==> config.mk <==
export PLATFORM = sky130hd
export DESIGN_NAME = hazard_unit_mc
export DESIGN_NICKNAME = d
export VERILOG_FILES = /design/src/rtl/hazard_unit_mc.sv
export SDC_FILE = /design/constraint.sdc
export NUM_CORES = 1
export LEC_CHECK = 0
export CORE_UTILIZATION = 29
export DETAILED_ROUTE_END_ITERATION = 6
export PLACE_DENSITY = 0.82
export SYNTH_ARGS = -nofsm -noshare
export SYNTH_HDL_FRONTEND = slang
export SYNTH_SLANG_ARGS = --single-unit
export TNS_END_PERCENT = 5
==> constraint.sdc <==
create_clock -name clk -period 1.05 [get_ports clk]
set_input_delay 0.105 -clock clk [delete_from_list [all_inputs] [get_ports clk]]
set_output_delay 0.105 -clock clk [all_outputs]
set_load 0.02 [all_outputs]
==> src/rtl/hazard_unit_mc.sv <==
// Pipeline hazard unit: forwarding, load-use/branch hazards, multi-cycle MD and data-memory stalls.
// Latency: all hazard outputs are combinational; only the MD FSM state and counter are registered.
// Backpressure: memWait freezes F..M, an MD op freezes F..E, and load-use freezes F/D. Optional macro: HAZARD_PERF_EN.
module hazard_unit_mc #(
    parameter int REG_ADDR_W = 5,
    parameter int MD_LAT     = 4,
    parameter int CNT_W      = 3
) (
    input  logic                  clk,
    input  logic                  rst_n,
    input  logic [REG_ADDR_W-1:0] Di_rs1,
    input  logic [REG_ADDR_W-1:0] Di_rs2,
    input  logic [REG_ADDR_W-1:0] Ei_rs1,
    input  logic [REG_ADDR_W-1:0] Ei_rs2,
    input  logic [REG_ADDR_W-1:0] Ei_rd,
    input  logic [REG_ADDR_W-1:0] Mi_rd,
    input  logic [REG_ADDR_W-1:0] Wi_rd,
    input  logic [1:0]            Ei_PCSrc,
    input  logic [1:0]            Ei_resultSrc,
    input  logic [1:0]            Mi_resultSrc,
    input  logic                  Mi_regWrite,
    input  logic                  Wi_regWrite,
    input  logic                  Ei_mdOp,
    input  logic                  Mi_memReq,
    input  logic                  Mi_memReady,
    output logic [1:0]            Eo_forwardIn1Src,
    output logic [1:0]            Eo_forwardIn2Src,
    output logic                  Fo_stall,
    output logic                  Do_stall,
    output logic                  Eo_stall,
    output logic                  Mo_stall,
    output logic                  Do_flush,
    output logic                  Eo_flush,
    output logic                  Mo_flush,
    output logic                  Wo_flush,
    output logic                  Eo_mdDone
`ifdef HAZARD_PERF_EN
    ,
    output logic [31:0]           perf_stallCycles,
    output logic [31:0]           perf_flushCount
`endif
);

    typedef enum logic [1:0] {
        MD_IDLE = 2'd0,
        MD_BUSY = 2'd1,
        MD_DONE = 2'd2
    } md_state_t;

    localparam bit              MD_MULTI = (MD_LAT > 1);
    localparam logic [CNT_W-1:0] MD_LOAD = CNT_W'(MD_LAT - 1);
    localparam logic [CNT_W-1:0] CNT_ONE = CNT_W'(1);

    md_state_t        state, state_nxt;
    logic [CNT_W-1:0] cnt, cnt_nxt;
    logic             lw_stall, mem_wait, md_busy, branch;

    // M-stage loads and non-writing instructions fall through to the W check.
    function automatic logic [1:0] fwd_sel(
        input logic [REG_ADDR_W-1:0] rs,
        input logic [REG_ADDR_W-1:0] m_rd,
        input logic                  m_we,
        input logic [1:0]            m_src,
        input logic [REG_ADDR_W-1:0] w_rd,
        input logic                  w_we
    );
        logic [1:0] sel;
        sel = 2'b00;
        if (rs != '0) begin
            if (rs == m_rd && m_we && m_src == 2'b00)
                sel = 2'b11;
            else if (rs == m_rd && m_we && m_src == 2'b10)
                sel = 2'b10;
            else if (rs == w_rd && w_we)
                sel = 2'b01;
        end
        return sel;
    endfunction

    always_comb begin
        Eo_forwardIn1Src = fwd_sel(Ei_rs1, Mi_rd, Mi_regWrite, Mi_resultSrc, Wi_rd, Wi_regWrite);
        Eo_forwardIn2Src = fwd_sel(Ei_rs2, Mi_rd, Mi_regWrite, Mi_resultSrc, Wi_rd, Wi_regWrite);
    end

    assign lw_stall = (Ei_resultSrc == 2'b01) && (Ei_rd != '0) &&
                      ((Di_rs1 == Ei_rd) || (Di_rs2 == Ei_rd));
    assign mem_wait = Mi_memReq && !Mi_memReady;
    assign branch   = (Ei_PCSrc != 2'b00);
    assign md_busy  = Ei_mdOp && ((state == MD_IDLE && MD_MULTI) || state == MD_BUSY);
    assign Eo_mdDone = (state == MD_DONE) || (!MD_MULTI && Ei_mdOp);

    // The counter keeps running under memWait; only DONE waits for memory.
    always_comb begin
        state_nxt = state;
        cnt_nxt   = cnt;
        case (state)
            MD_IDLE: begin
                if (Ei_mdOp && MD_MULTI) begin
                    cnt_nxt   = MD_LOAD;
                    state_nxt = (MD_LOAD == CNT_ONE) ? MD_DONE : MD_BUSY;
                end
            end
            MD_BUSY: begin
                if (!Ei_mdOp) begin
                    cnt_nxt   = '0;
                    state_nxt = MD_IDLE;
                end else begin
                    cnt_nxt = cnt - CNT_ONE;
                    if (cnt_nxt == CNT_ONE)
                        state_nxt = MD_DONE;
                end
            end
            MD_DONE: begin
                if (!mem_wait) begin
                    cnt_nxt   = '0;
                    state_nxt = MD_IDLE;
                end
            end
            default: begin
                cnt_nxt   = '0;
                state_nxt = MD_IDLE;
            end
        endcase
    end

    always_ff @(posedge clk or negedge rst_n) begin
        if (!rst_n) begin
            state <= MD_IDLE;
            cnt   <= '0;
        end else begin
            state <= state_nxt;
            cnt   <= cnt_nxt;
        end
    end

    // Load-use and branch combine; both are deferred behind MD and memory stalls.
    always_comb begin
        Fo_stall = 1'b0;
        Do_stall = 1'b0;
        Eo_stall = 1'b0;
        Mo_stall = 1'b0;
        Do_flush = 1'b0;
        Eo_flush = 1'b0;
        Mo_flush = 1'b0;
        Wo_flush = 1'b0;
        if (mem_wait) begin
            Fo_stall = 1'b1;
            Do_stall = 1'b1;
            Eo_stall = 1'b1;
            Mo_stall = 1'b1;
            Wo_flush = 1'b1;
        end else if (md_busy) begin
            Fo_stall = 1'b1;
            Do_stall = 1'b1;
            Eo_stall = 1'b1;
            Mo_flush = 1'b1;
        end else begin
            Fo_stall = lw_stall;
            Do_stall = lw_stall;
            Eo_flush = lw_stall || branch;
            Do_flush = branch;
        end
    end

`ifdef HAZARD_PERF_EN
    always_ff @(posedge clk or negedge rst_n) begin
        if (!rst_n) begin
            perf_stallCycles <= '0;
            perf_flushCount  <= '0;
        end else begin
            if (Fo_stall && perf_stallCycles != 32'hFFFF_FFFF)
                perf_stallCycles <= perf_stallCycles + 32'd1;
            if (Do_flush && perf_flushCount != 32'hFFFF_FFFF)
                perf_flushCount <= perf_flushCount + 32'd1;
        end
    end
`endif

endmodule
; ---- Word-level counts from Yosys, hierarchy flattened
; Cells that the tools add are included.
[op_classes]
n_addsub = 1
eq_ne = 14
n_mux = 27
n_reduce_logical = 24
[op_table]
columns = op, n
row1 = $eq A5 B5 Y1, 6
row2 = $mux W2, 10
row3 = $reduce_bool A5 Y1, 3
row4 = $logic_and A1 B1 Y1, 12
row5 = $mux W1, 12
row6 = $mux W3, 3
row7 = $pmux W3 S3, 1
row8 = $pmux W2 S3, 1
row9 = $eq A2 B1 Y1 const B, 2
row10 = $eq A2 B2 Y1 const B, 2
row11 = $logic_not A2 Y1, 2
row12 = $ne A2 B2 Y1 const B, 2
row13 = $eq A3 B1 Y1 const B, 1
row14 = $logic_or A1 B1 Y1, 3
row15 = $ne A3 B2 Y1 const B, 1
row16 = $reduce_and A3 Y1, 1
row17 = $sub A3 B1 Y3 const B, 1
row18 = $reduce_and A2 Y1, 1
row19 = $reduce_bool A2 Y1, 1
row20 = $logic_not A1 Y1, 1
[word_totals]
reg_bits = 5
input_bits = 48
elab_cells = 68

; ---- Logic depth before layout (Yosys ltp)
; Gate-level depths: netlist of the first run.
[logic_depth]
word_depth = 6
mapped_depth = 6

; ---- Worst setup path before layout of the first run
; Ideal clock, no wire load.
[synth_path]
kind = input to output
startpoint = input port Ei_rd[1]
endpoint = output port Fo_stall
t_arrival_ns = 1.295
t_required_ns = 0.945
slack_ns = -0.350
cell_stages = 6
n_path_buf = 1
cell_sequence = or4_1 > nor2_1 > nor3b_1 > o21ai_1 > nand3_1 > buf_4
[synth_between]
elab_chain_cells = 5
word_cells_on_any_way = 8
cone_classes = eq/ne: 2 / mux: 2 / reduce/logical: 4
[synth_lines]
columns = element, line
row1 = start: declaration, 15  ; input logic [REG_ADDR_W-1:0] Ei_rd,
row2 = $eq A5 B5 Y1 / $reduce_bool A5 Y1 (equally long branches), "86, 85"
row3 = $logic_or A1 B1 Y1 / $logic_and A1 B1 Y1 (equally long branches), "86, 85"
row4 = $logic_and A1 B1 Y1 (*), 85  ; assign lw_stall = (Ei_resultSrc == 2'b01) && (Ei_rd != '0) &&
row5 = $mux W1 (*) (2 in series), n/a
row6 = end: declaration, 28  ; output logic Fo_stall,
; Mark *: on every way between the ends. The rest lies on a longest branch, timed or not.

; ---- Worst setup path after layout of the first run
[layout_path]
startpoint = input port Mi_rd[3]
endpoint = output port Eo_forwardIn1Src[0]
[layout_between]
elab_chain_cells = 6
word_cells_on_any_way = 7
cone_classes = eq/ne: 1 / mux: 3 / reduce/logical: 3
[layout_lines]
columns = element, line
row1 = start: declaration, 16  ; input logic [REG_ADDR_W-1:0] Mi_rd,
row2 = $eq A5 B5 Y1 (*), "70, 72"
row3 = $logic_and A1 B1 Y1 (*), "70, 72"
row4 = $logic_and A1 B1 Y1, 72  ; else if (rs == m_rd && m_we && m_src == 2'b10)
row5 = $mux W2, 72
row6 = $mux W2 (*), 70  ; if (rs == m_rd && m_we && m_src == 2'b00)
row7 = $mux W2 (*), 69  ; if (rs != '0) begin
row8 = end: declaration, 26  ; output logic [1:0] Eo_forwardIn1Src,
; Marked as above.

==> results of run 1 <==
==> critical path, stage by stage <==
cell and delay (ns):
clkdlybuf4s15_1 0.20, xor2_1 0.15, nor4_1 0.19, nand3_1 0.15
or2_1 0.26, a21oi_2 0.14, buf_4 0.16
==> through the flow <==
stage / instance area, um2 / power (mW) / cells / util, % / hold WS (ns)
floorplan: 754 / 0.729 / 96 / - / -0.191
global placement: 1570 / 1.25 / 208 / 68.4 / 0.335
detailed placement: 1570 / 1.30 / 208 / 68.4 / 0.341
CTS: 1620 / 1.56 / 215 / 70.5 / 0.0914
global route: 1690 / 1.72 / 215 / 73.4 / 0.0963
finish: 1690 / 1.59 / 215 / 73.4 / 0.0955
==> layer usage <==
| layer | track usage [%] | vias to the layer above | wire length (um) |
|---|---|---|---|
| met2 | 50.4 | 40 | 1730 |
| met5 | 0 | - | 0 |
| met4 | 2.63 | 0 | 10 |
| met3 | 3.48 | 2 | 133 |
| met1 | 22.0 | 483 | 1060 |
| li1 | - | 510 | - |
==> kinds of logic after synthesis <==
family / count (synthesis) / synth area share (%)
buffers and inverters: 8 / 5.08
AND/OR/NAND/NOR: 39 / 27.2
flip-flops: 5 / 16.9
AO/OA/AOI/OAI: 12 / 11.5
multiplexers: 1 / 1.52
XOR/XNOR: 29 / 34.3
adder cells (fa/ha/maj): 2 / 3.38
==> state kept, by name, summed over array words and instances (netlist names) <==
register / count
state: 2
cnt: 3
==> timing repair <==
action,in CTS,in global routing
setup buffers,3,0
pin swaps,28,13
resized for setup,188,24
endpoints found under the setup margin,17,17
==> power by group <==
part | internal [mW] | switching (mW) | leakage (nW)
clock network | 0.143 | 0.0724 | 0.0150
registers | 0.266 | 0.0552 | 0.0627
logic | 0.591 | 0.465 | 0.736
total | 1.00 | 0.593 | 0.814
==> cell type report <==
type                            count  area (um2)  area share (%)
Tap cell                           28        35.0            2.08
Inverter                            5        18.8            1.11
Sequential cell                     5         125            7.42
Timing Repair Buffer               90         772            45.8
Multi-Input combinational cell     83         708            42.0
Clock buffer                        4        26.3            1.56
==> worst paths after layout <==
check                           from                   to  slack [ns]
min reg2reg                   cnt[0]               cnt[0]        0.61
min in group clk           Ei_rs2[0]  Eo_forwardIn2Src[0]        0.58
max reg2reg                   cnt[0]               cnt[2]       -0.21
max                         Mi_rd[3]  Eo_forwardIn1Src[0]       -0.40
max in group asynchronous      rst_n               cnt[0]        0.76
min                            rst_n             state[1]         0.1
==> cells in the mapped netlist (3+ instances only) <==
cell type  count
xor2_1        17
or4_1          3
nor4_1         3
nand2_1        4
nand3_1        7
nor2_1        11
dfrtp_1        5
o21ai_0        3
inv_1          5
xnor2_1       12
==> impl_metrics.csv, run 1 <==
group,metric,value,unit
sta,fin_setup_tns,-2.74,ns
final_layout,final_common_cell,"buf_4",
floorplan,floorplan.die_area,2760,um2
sta,grt_setup_unrepaired,"true",
critical_path,endpoint_kind,"output pin",
critical_path,worstPathMaxFanout,2,
routing,firstDrtPassIters,4,
global_route,grt_pass1_wl,4.66,mm
synthesis,yosys_warnings,0,
critical_path,cp-start-kind,"input pin",
routing,avgViaCountPerCell,4.81,
floorplan,io_pins,61,
clocking,cts.sinks,5,
clocking,cts_hold_buffers,0,
global_route,track_usage,23.1,%
final_layout,fin_nets,238,
sta,min_period,1.45,ns
pwr,powerDensity,945,nW/um2
floorplan,row_count,17,
global_route,grt_max_degree,7,
sta,clock_skew,0.00260,ns
placement,numPortBuffers,60,
sta,tightestPinTransition,0.264,ns
routing,vias,1035,
final_layout,drive_above_1_share,51.9,%
clocking,cts_buffer_depth,2,
clocking,clk_latency,0.23,ns
floorplan,die_h,52.5,um
final_layout,layout_common_cells,"37 x buf_4, 16 x xor2_1, 12 x buf_2",
synthesis,yosysTopAreaCell,"xor2_1",
global_route,grt_pass1_vias,1118,
synthesis,synth-edff-count,0,
synthesis,avgSynthCellArea,7.70,um2
routing,drc,0,
pwr,p_leak,0.814,nW
clocking,clk_pin_slew,0.04,ns
clocking,cts_buffers,3,
synthesis,synth_ff_type,"dfrtp_1",
routing,drtIter0Drc,20,
global_route,antenna_found_initial,0,
routing,wl,2.93,mm
floorplan,initial_utilization,32.2,%
placement,place_ws,-1.20,ns
synthesis,synth-seq-cells,5,
worst_hold_path,hold_class,"input pin to asynchronous set/reset pin",
sta,maxSlewHeadroom,82.3,%
sta,finalWorstSetupSlack,-0.405,ns
synthesis,synthCells,96,
synthesis,yosysTopAreaCellShare,20.1,%
clocking,clockRootBuffer,"clkbuf_4",
sta,max_freq,687,MHz
critical_path,reg2reg_depth,6,
synthesis,async_flop_share,100,%
floorplan,die_x,52.5,um
critical_path,arrival,1.35,ns
global_route,grt_overflow,0,
synthesis,synth-seq-area-share,16.9,%
synthesis,synth_nets,146,
synthesis,ys_types,29,
placement,gp_congestion,0.818,
final_layout,layout-area-overhead-vs-synth,128,%
synthesis,yosys-top-cells-area,"xor2_1 20%, dfrtp_1 17%, xnor2_1 14%, nor2_1 5.6%, nand3_1 4.7%",
floorplan,core_area,2300,um2
critical_path,crit_required,0.94,ns
final_layout,antennaDiodeCount,0,
routing,avgRoutedWirePerCell,13.6,um
synthesis,netlist_area,739,um2
clocking,cts_tree,"done",
critical_path,crit_type,"input pin to output pin",
pwr,vdd_ir_drop_max,0.834,mV
sta,finalMaxSlewViolations,0,
final_layout,num-fill-cells,184,
clocking,cts_max_level,1,
outcome,violations,"negative setup slack",
routing,ant_nets,0,
sta,hold_viol_final,0,
job,drv_cap,0,
placement,dp_hpwl,2.32,mm
sta,finalSetupViolCount,13,
outcome,status,"finished with violations",
sta,fin_crit_sh,139,%
(Power assumes the default switching activity.)
==> inputs of run 2 (changes only) <==
--- a/config.mk
+++ b/config.mk
@@ -5,9 +5,9 @@
 export SDC_FILE = /design/constraint.sdc
 export NUM_CORES = 1
 export LEC_CHECK = 0
-export CORE_UTILIZATION = 29
+export CORE_UTILIZATION = 32
 export DETAILED_ROUTE_END_ITERATION = 6
-export PLACE_DENSITY = 0.82
+export PLACE_DENSITY = 0.86
 export SYNTH_ARGS = -nofsm -noshare
 export SYNTH_HDL_FRONTEND = slang
 export SYNTH_SLANG_ARGS = --single-unit
==> constraint.sdc (replaced) <==
create_clock -name clk -period 1.4 [get_ports clk]
set_input_delay 0.14 -clock clk [delete_from_list [all_inputs] [get_ports clk]]
set_output_delay 0.14 -clock clk [all_outputs]
set_load 0.02 [all_outputs]
==> impl_metrics.csv, run 2 (synthesis results as in run 1) <==
group,metric,value,unit
outcome,status,"finished with violations",
outcome,violations,"negative setup slack",
placement,dp_hpwl,2.39,mm
placement,placed_cells,201,
critical_path,arrival,1.43,ns
placement,numPortBuffers,60,
global_route,antenna_found_initial,0,
sta,grt_setup_unrepaired,"true",
clocking,clk_latency,0.25,ns
critical_path,r2r_start,"cnt[0]",
sta,min_period,1.57,ns
final_layout,final_common_cell,"buf_4",
sta,max_freq,637,MHz
floorplan,die_h,50.1,um
routing,wl,3.40,mm
final_layout,reg_top3,"cnt x3, state x2",
floorplan,die_x,50.1,um
floorplan,core_area,2190,um2
final_layout,drive_above_1_share,50.0,%
clocking,cts_buffers,3,
final_layout,final_util,76.8,%
final_layout,largest_register_ffs,3,
floorplan,io_pins,61,
global_route,grt_pass1_wl,4.71,mm
routing,firstDrtPassIters,4,
global_route,grt_max_degree,7,
clocking,cts_hold_buffers,0,
final_layout,layout_common_cells,"27 x buf_4, 13 x xor2_1, 10 x xnor2_1, 10 x clkdlybuf4s50_1",
job,drv_cap,0,
pwr,p_leak,0.810,nW
routing,ant_nets,0,
clocking,cts_max_level,1,
routing,avgRoutedWirePerCell,16.2,um
final_layout,layout-area-overhead-vs-synth,128,%
pwr,powerDensity,654,nW/um2
sta,tightestPinTransition,0.251,ns
clocking,clockRootBuffer,"clkbuf_4",
final_layout,largest-register,"cnt",
clocking,clk_pin_slew,0.04,ns
sta,finalWorstSetupSlack,-0.169,ns
clocking,cts_buffer_depth,2,
pwr,power,1.10,mW
sta,finalSetupViolCount,6,
floorplan,row_count,17,
critical_path,crit_type,"input pin to output pin",
sta,hold_viol_final,0,
clocking,cts_tree,"done",
routing,avgViaCountPerCell,5.11,
sta,finalMaxSlewViolations,0,
floorplan,floorplan.die_area,2510,um2
final_layout,antennaDiodeCount,0,
sta,maxSlewHeadroom,83.1,%
global_route,grt_pass1_vias,1145,
routing,drc,0,
critical_path,endpoint_kind,"output pin",
critical_path,cp-start-kind,"input pin",
pwr,vdd_ir_drop_max,0.737,mV
critical_path,reg2reg_depth,6,
sta,clock_skew,0.00243,ns
global_route,track_usage,25.0,%
routing,vias,1073,
placement,gp_congestion,0.879,
routing,drtIter0Drc,14,
sta,hold_slack,0.113,ns
global_route,grt_overflow,0,
final_layout,fin_nets,233,
floorplan,initial_utilization,33.8,%
critical_path,crit_required,1.26,ns
critical_path,startpoint,"Mi_rd[2]",
critical_path,worstPathMaxFanout,2,
clocking,cts.sinks,5,
worst_hold_path,hold_class,"input pin to asynchronous set/reset pin",
final_layout,finalNonFillerCells,210,
sta,fin_crit_sh,112,%
run 2: cell types whose count changed in the layout (fill, tap and decap cells not counted), moves of 2 or more:
| cell | delta |
|---|---|
| buf_2 | -3 |
| buf_4 | -10 |
| buf_6 | -2 |
| clkbuf_2 | +7 |
| clkdlybuf4s15_1 | +3 |
| clkdlybuf4s15_2 | -2 |
| inv_1 | +2 |
| inv_2 | -2 |
| nor4_1 | -3 |
| nor4_2 | +3 |
| xor2_1 | -3 |
| xor2_2 | +3 |
run 2: layer usage:
layer	track usage [%]	up-vias	part of all wire, %	wire length (um)
met5	0	-	0	0
met4	12.4	0	3.1	105
met3	4.63	10	7.9	269
met2	49.6	70	52	1770
met1	23.7	496	37	1260
li1	-	497	-	-
run 2: where the power goes:
group	internal, mW	total (mW)	switching, mW
Combinational	0.352	0.686	0.335
Clock	0.108	0.172	0.0644
Sequential	0.199	0.242	0.0424
run 2: repair_timing:
action / in CTS / in global routing
gates resized for setup: 129 / 67
pin swaps: 22 / 35
endpoints found under the setup margin: 13 / 11
setup buffers: 5 / 0
cloned: 0 / 0
run 2: path summary, 6_finish.rpt:
| check | end | slack (ns) |
|---|---|---|
| setup / recovery | Eo_forwardIn2Src[0] | -0.17 |
| hold / removal | cnt[2] | 0.11 |
| setup reg to reg | cnt[2] | 0.11 |
| hold reg to reg | cnt[0] | 0.51 |
| max in group asynchronous | state[0] | 1.10 |
| min in group clk | cnt[0] | 0.51 |
run 2: stage by stage:
step | cell area, um2 | setup WS (ns) | TNS (ns)
floorplan | 744 | -0.00995 | -0.00995
global placement | 1510 | -0.873 | -6.97
detailed placement | 1510 | -0.955 | -7.34
CTS | 1560 | -0.193 | -0.988
global route | 1680 | -0.212 | -0.868
finish | 1680 | -0.169 | -0.622
run 2: layout make-up:
| type | count | area [um2] |
|---|---|---|
| Multi-Input combinational cell | 83 | 749 |
| Timing Repair Buffer | 85 | 728 |
| Fill cell | 158 | 508 |
| Sequential cell | 5 | 125 |
| Tap cell | 28 | 35.0 |
| Clock buffer | 4 | 26.3 |
| Inverter | 5 | 18.8 |
run 2: worst max-delay path: stages:
cell and delay, ns:
buf_4 0.13, xor2_1 0.17, a221oi_2 0.20, nand4_1 0.23
mux2_4 0.37, nor2_4 0.08, buf_6 0.11
==> inputs of run 3 (changes only) <==
--- a/config.mk
+++ b/config.mk
@@ -5,9 +5,12 @@
 export SDC_FILE = /design/constraint.sdc
 export NUM_CORES = 1
 export LEC_CHECK = 0
-export CORE_UTILIZATION = 32
+export CAP_MARGIN = 40
+export CORE_AREA = 2 2 39 41
 export DETAILED_ROUTE_END_ITERATION = 6
-export PLACE_DENSITY = 0.86
+export DIE_AREA = 0 0 41 43
+export DONT_BUFFER_PORTS = 1
+export PLACE_DENSITY = 0.77
 export SYNTH_ARGS = -nofsm -noshare
 export SYNTH_HDL_FRONTEND = slang
 export SYNTH_SLANG_ARGS = --single-unit
==> impl_metrics.csv, run 3 (synthesis results as in run 1) <==
group,metric,value,unit
final_layout,layout_common_cells,"17 x xor2_1, 12 x xnor2_1, 11 x nor2_1",
floorplan,row_count,14,
floorplan,io_pins,61,
critical_path,cp-start-kind,"input pin",
sta,hold_slack,0.0892,ns
critical_path,r2r-end,"cnt[2]",
floorplan,initial_utilization,53.4,%
sta,grt_setup_unrepaired,"true",
global_route,antenna_found_initial,0,
clocking,cts_max_level,1,
placement,dp_hpwl,1.52,mm
critical_path,worstPathMaxFanout,3,
pwr,vdd_ir_drop_max,0.786,mV
clocking,cts_buffer_depth,2,
final_layout,reg_top3,"cnt x3, state x2",
outcome,status,"finished clean",
global_route,gr-usage-met3,2.62,%
worst_hold_path,hp-start,"Ei_mdOp",
pwr,p_sw_share,39.2,%
pwr,netSwitchingPower,311,uW
routing,firstDrtPassIters,4,
clocking,clockRootBuffer,"clkbuf_4",
final_layout,num-fill-cells,132,
routing,ant_nets,0,
final_layout,fin_nets,157,
final_layout,final_common_cell,"xor2_1",
sta,fin_crit_sh,95.5,%
routing,avgRoutedWirePerCell,14.6,um
placement,place_ws,0.0530,ns
sta,maxSlewHeadroom,74.2,%
worst_hold_path,min_path_cells,2,
floorplan,floorplan.die_area,1760,um2
sta,hold_viol_final,0,
global_route,grt_overflow,0,
critical_path,crit_type,"input pin to output pin",
pwr,power.internal,483,uW
pwr,comb_power_share,47.7,%
pwr,clock_power_share,19.9,%
critical_path,reg2reg_depth,6,
floorplan,die_h,43,um
placement,gp_congestion,0.687,
final_layout,drive_above_1_share,17.9,%
floorplan,core_area,1380,um2
placement,numPortBuffers,0,
global_route,grt_pass1_vias,694,
final_layout,antennaDiodeCount,0,
critical_path,endpoint_kind,"output pin",
pwr,p_leak,0.357,nW
global_route,grt_max_degree,9,
global_route,met1_usage,22.8,%
routing,avgViaCountPerCell,5.70,
critical_path,r2r_slack,0.10,ns
sta,tightestPinTransition,0.385,ns
clocking,cts_tree,"done",
final_layout,largest-register,"cnt",
routing,drc,0,
sta,max_freq,748,MHz
sta,finalSetupViolCount,0,
pwr,sequentialPowerShare,32.4,%
final_layout,layout-area-overhead-vs-synth,17.6,%
job,drv_cap,0,
worst_hold_path,hold_class,"input pin to register",
sta,min_period,1.34,ns
pwr,powerDensity,914,nW/um2
clocking,cts_buffers,3,
placement,placed_area,806,um2
pwr,power,794,uW
global_route,met2_usage,38.1,%
critical_path,r2r_start,"cnt[0]",
worst_hold_path,holdPathEnd,"state[0]",
clocking,clk_pin_slew,0.04,ns
sta,finalMaxSlewViolations,0,
critical_path,crit_required,1.26,ns
placement,placed_cells,117,
sta,clock_skew,0.000360,ns
floorplan,die_x,41,um
global_route,track_usage,20.4,%
clocking,cts.sinks,5,
clocking,post_cts_buffers,0,
final_layout,largest_register_ffs,3,
clocking,clk_latency,0.23,ns
global_route,grt_pass1_wl,2.60,mm
sta,finalWorstSetupSlack,0.0629,ns
critical_path,arrival,1.20,ns
routing,drtIter0Drc,8,
routing,vias,695,
routing,wl,1.79,mm
final_layout,finalNonFillerCells,122,
global_route,top_usage_layer,"met2",
final_layout,finalInstanceArea,870,um2
-- run 3: cell count changes in the layout (fill, tap and decap cells not counted), sizes merged, moves of 5 or more --
cell | previous run | this run
clkbuf | 12 | 4
dlymetal6s2s | 7 | 0
clkdlybuf4s50 | 10 | 0
dlygate4sd2 | 5 | 0
clkdlybuf4s15 | 9 | 0
buf | 46 | 8
-- run 3: worst max path at each step --
stage                          endpoint  cells past startpoint      start  slack [ns]
floorplan                      Eo_flush                      4   state[1]       -0.01
global placement    Eo_forwardIn1Src[0]                      5  Ei_rs1[3]        0.08
detailed placement  Eo_forwardIn1Src[0]                      5  Ei_rs1[3]        0.05
CTS                            Eo_flush                      4   state[1]        0.02
global route                   Eo_flush                      6   Ei_rd[1]       -0.03
finish              Eo_forwardIn1Src[1]                      4  Ei_rs1[1]        0.06
-- run 3: timing repair --
action / in CTS / in global routing
hold buffers: 1 / 0
setup endpoints to repair: 3 / 7
pin swaps: 0 / 1
gates resized for setup: 1 / 4
hold endpoints to repair: 5 / 0
-- run 3: area by class of cell --
class | count | area (um2) | area share, %
multi-input cells | 83 | 609 | 70.1
flip-flops and latches | 5 | 125 | 14.4
repair buffers | 9 | 70.1 | 8.06
clock buffers | 4 | 26.3 | 3.02
well taps | 16 | 20.0 | 2.30
inverters | 5 | 18.8 | 2.16
-- run 3: through the flow --
step,TNS (ns),util (%)
global route,-0.0925,62.8
floorplan,-0.00995,-
detailed placement,0,58.2
global placement,0,58.2
CTS,0,61.0
finish,0,62.8
-- run 3: layer usage --
metal,part of all wire [%],vias to the layer above
li1,-,346
met1,36,327
met2,57,22
met3,7.1,0
met4,0,0
met5,0,-
-- run 3: power by group through the flow --
stage / Clock, mW / Combinational, mW / Sequential (mW)
after global placement: 0 / 0.349 / 0.254
final: 0.158 / 0.379 / 0.257
after CTS: 0.166 / 0.370 / 0.257
after floorplan: 0 / 0.301 / 0.239
after detailed placement: 0 / 0.360 / 0.259
after global routing: 0.171 / 0.424 / 0.264
-- run 3: worst max-delay path: stages --
cell	delay, ns
or4_1	0.56
nor2_1	0.25
nor2_1	0.09
buf_4	0.16
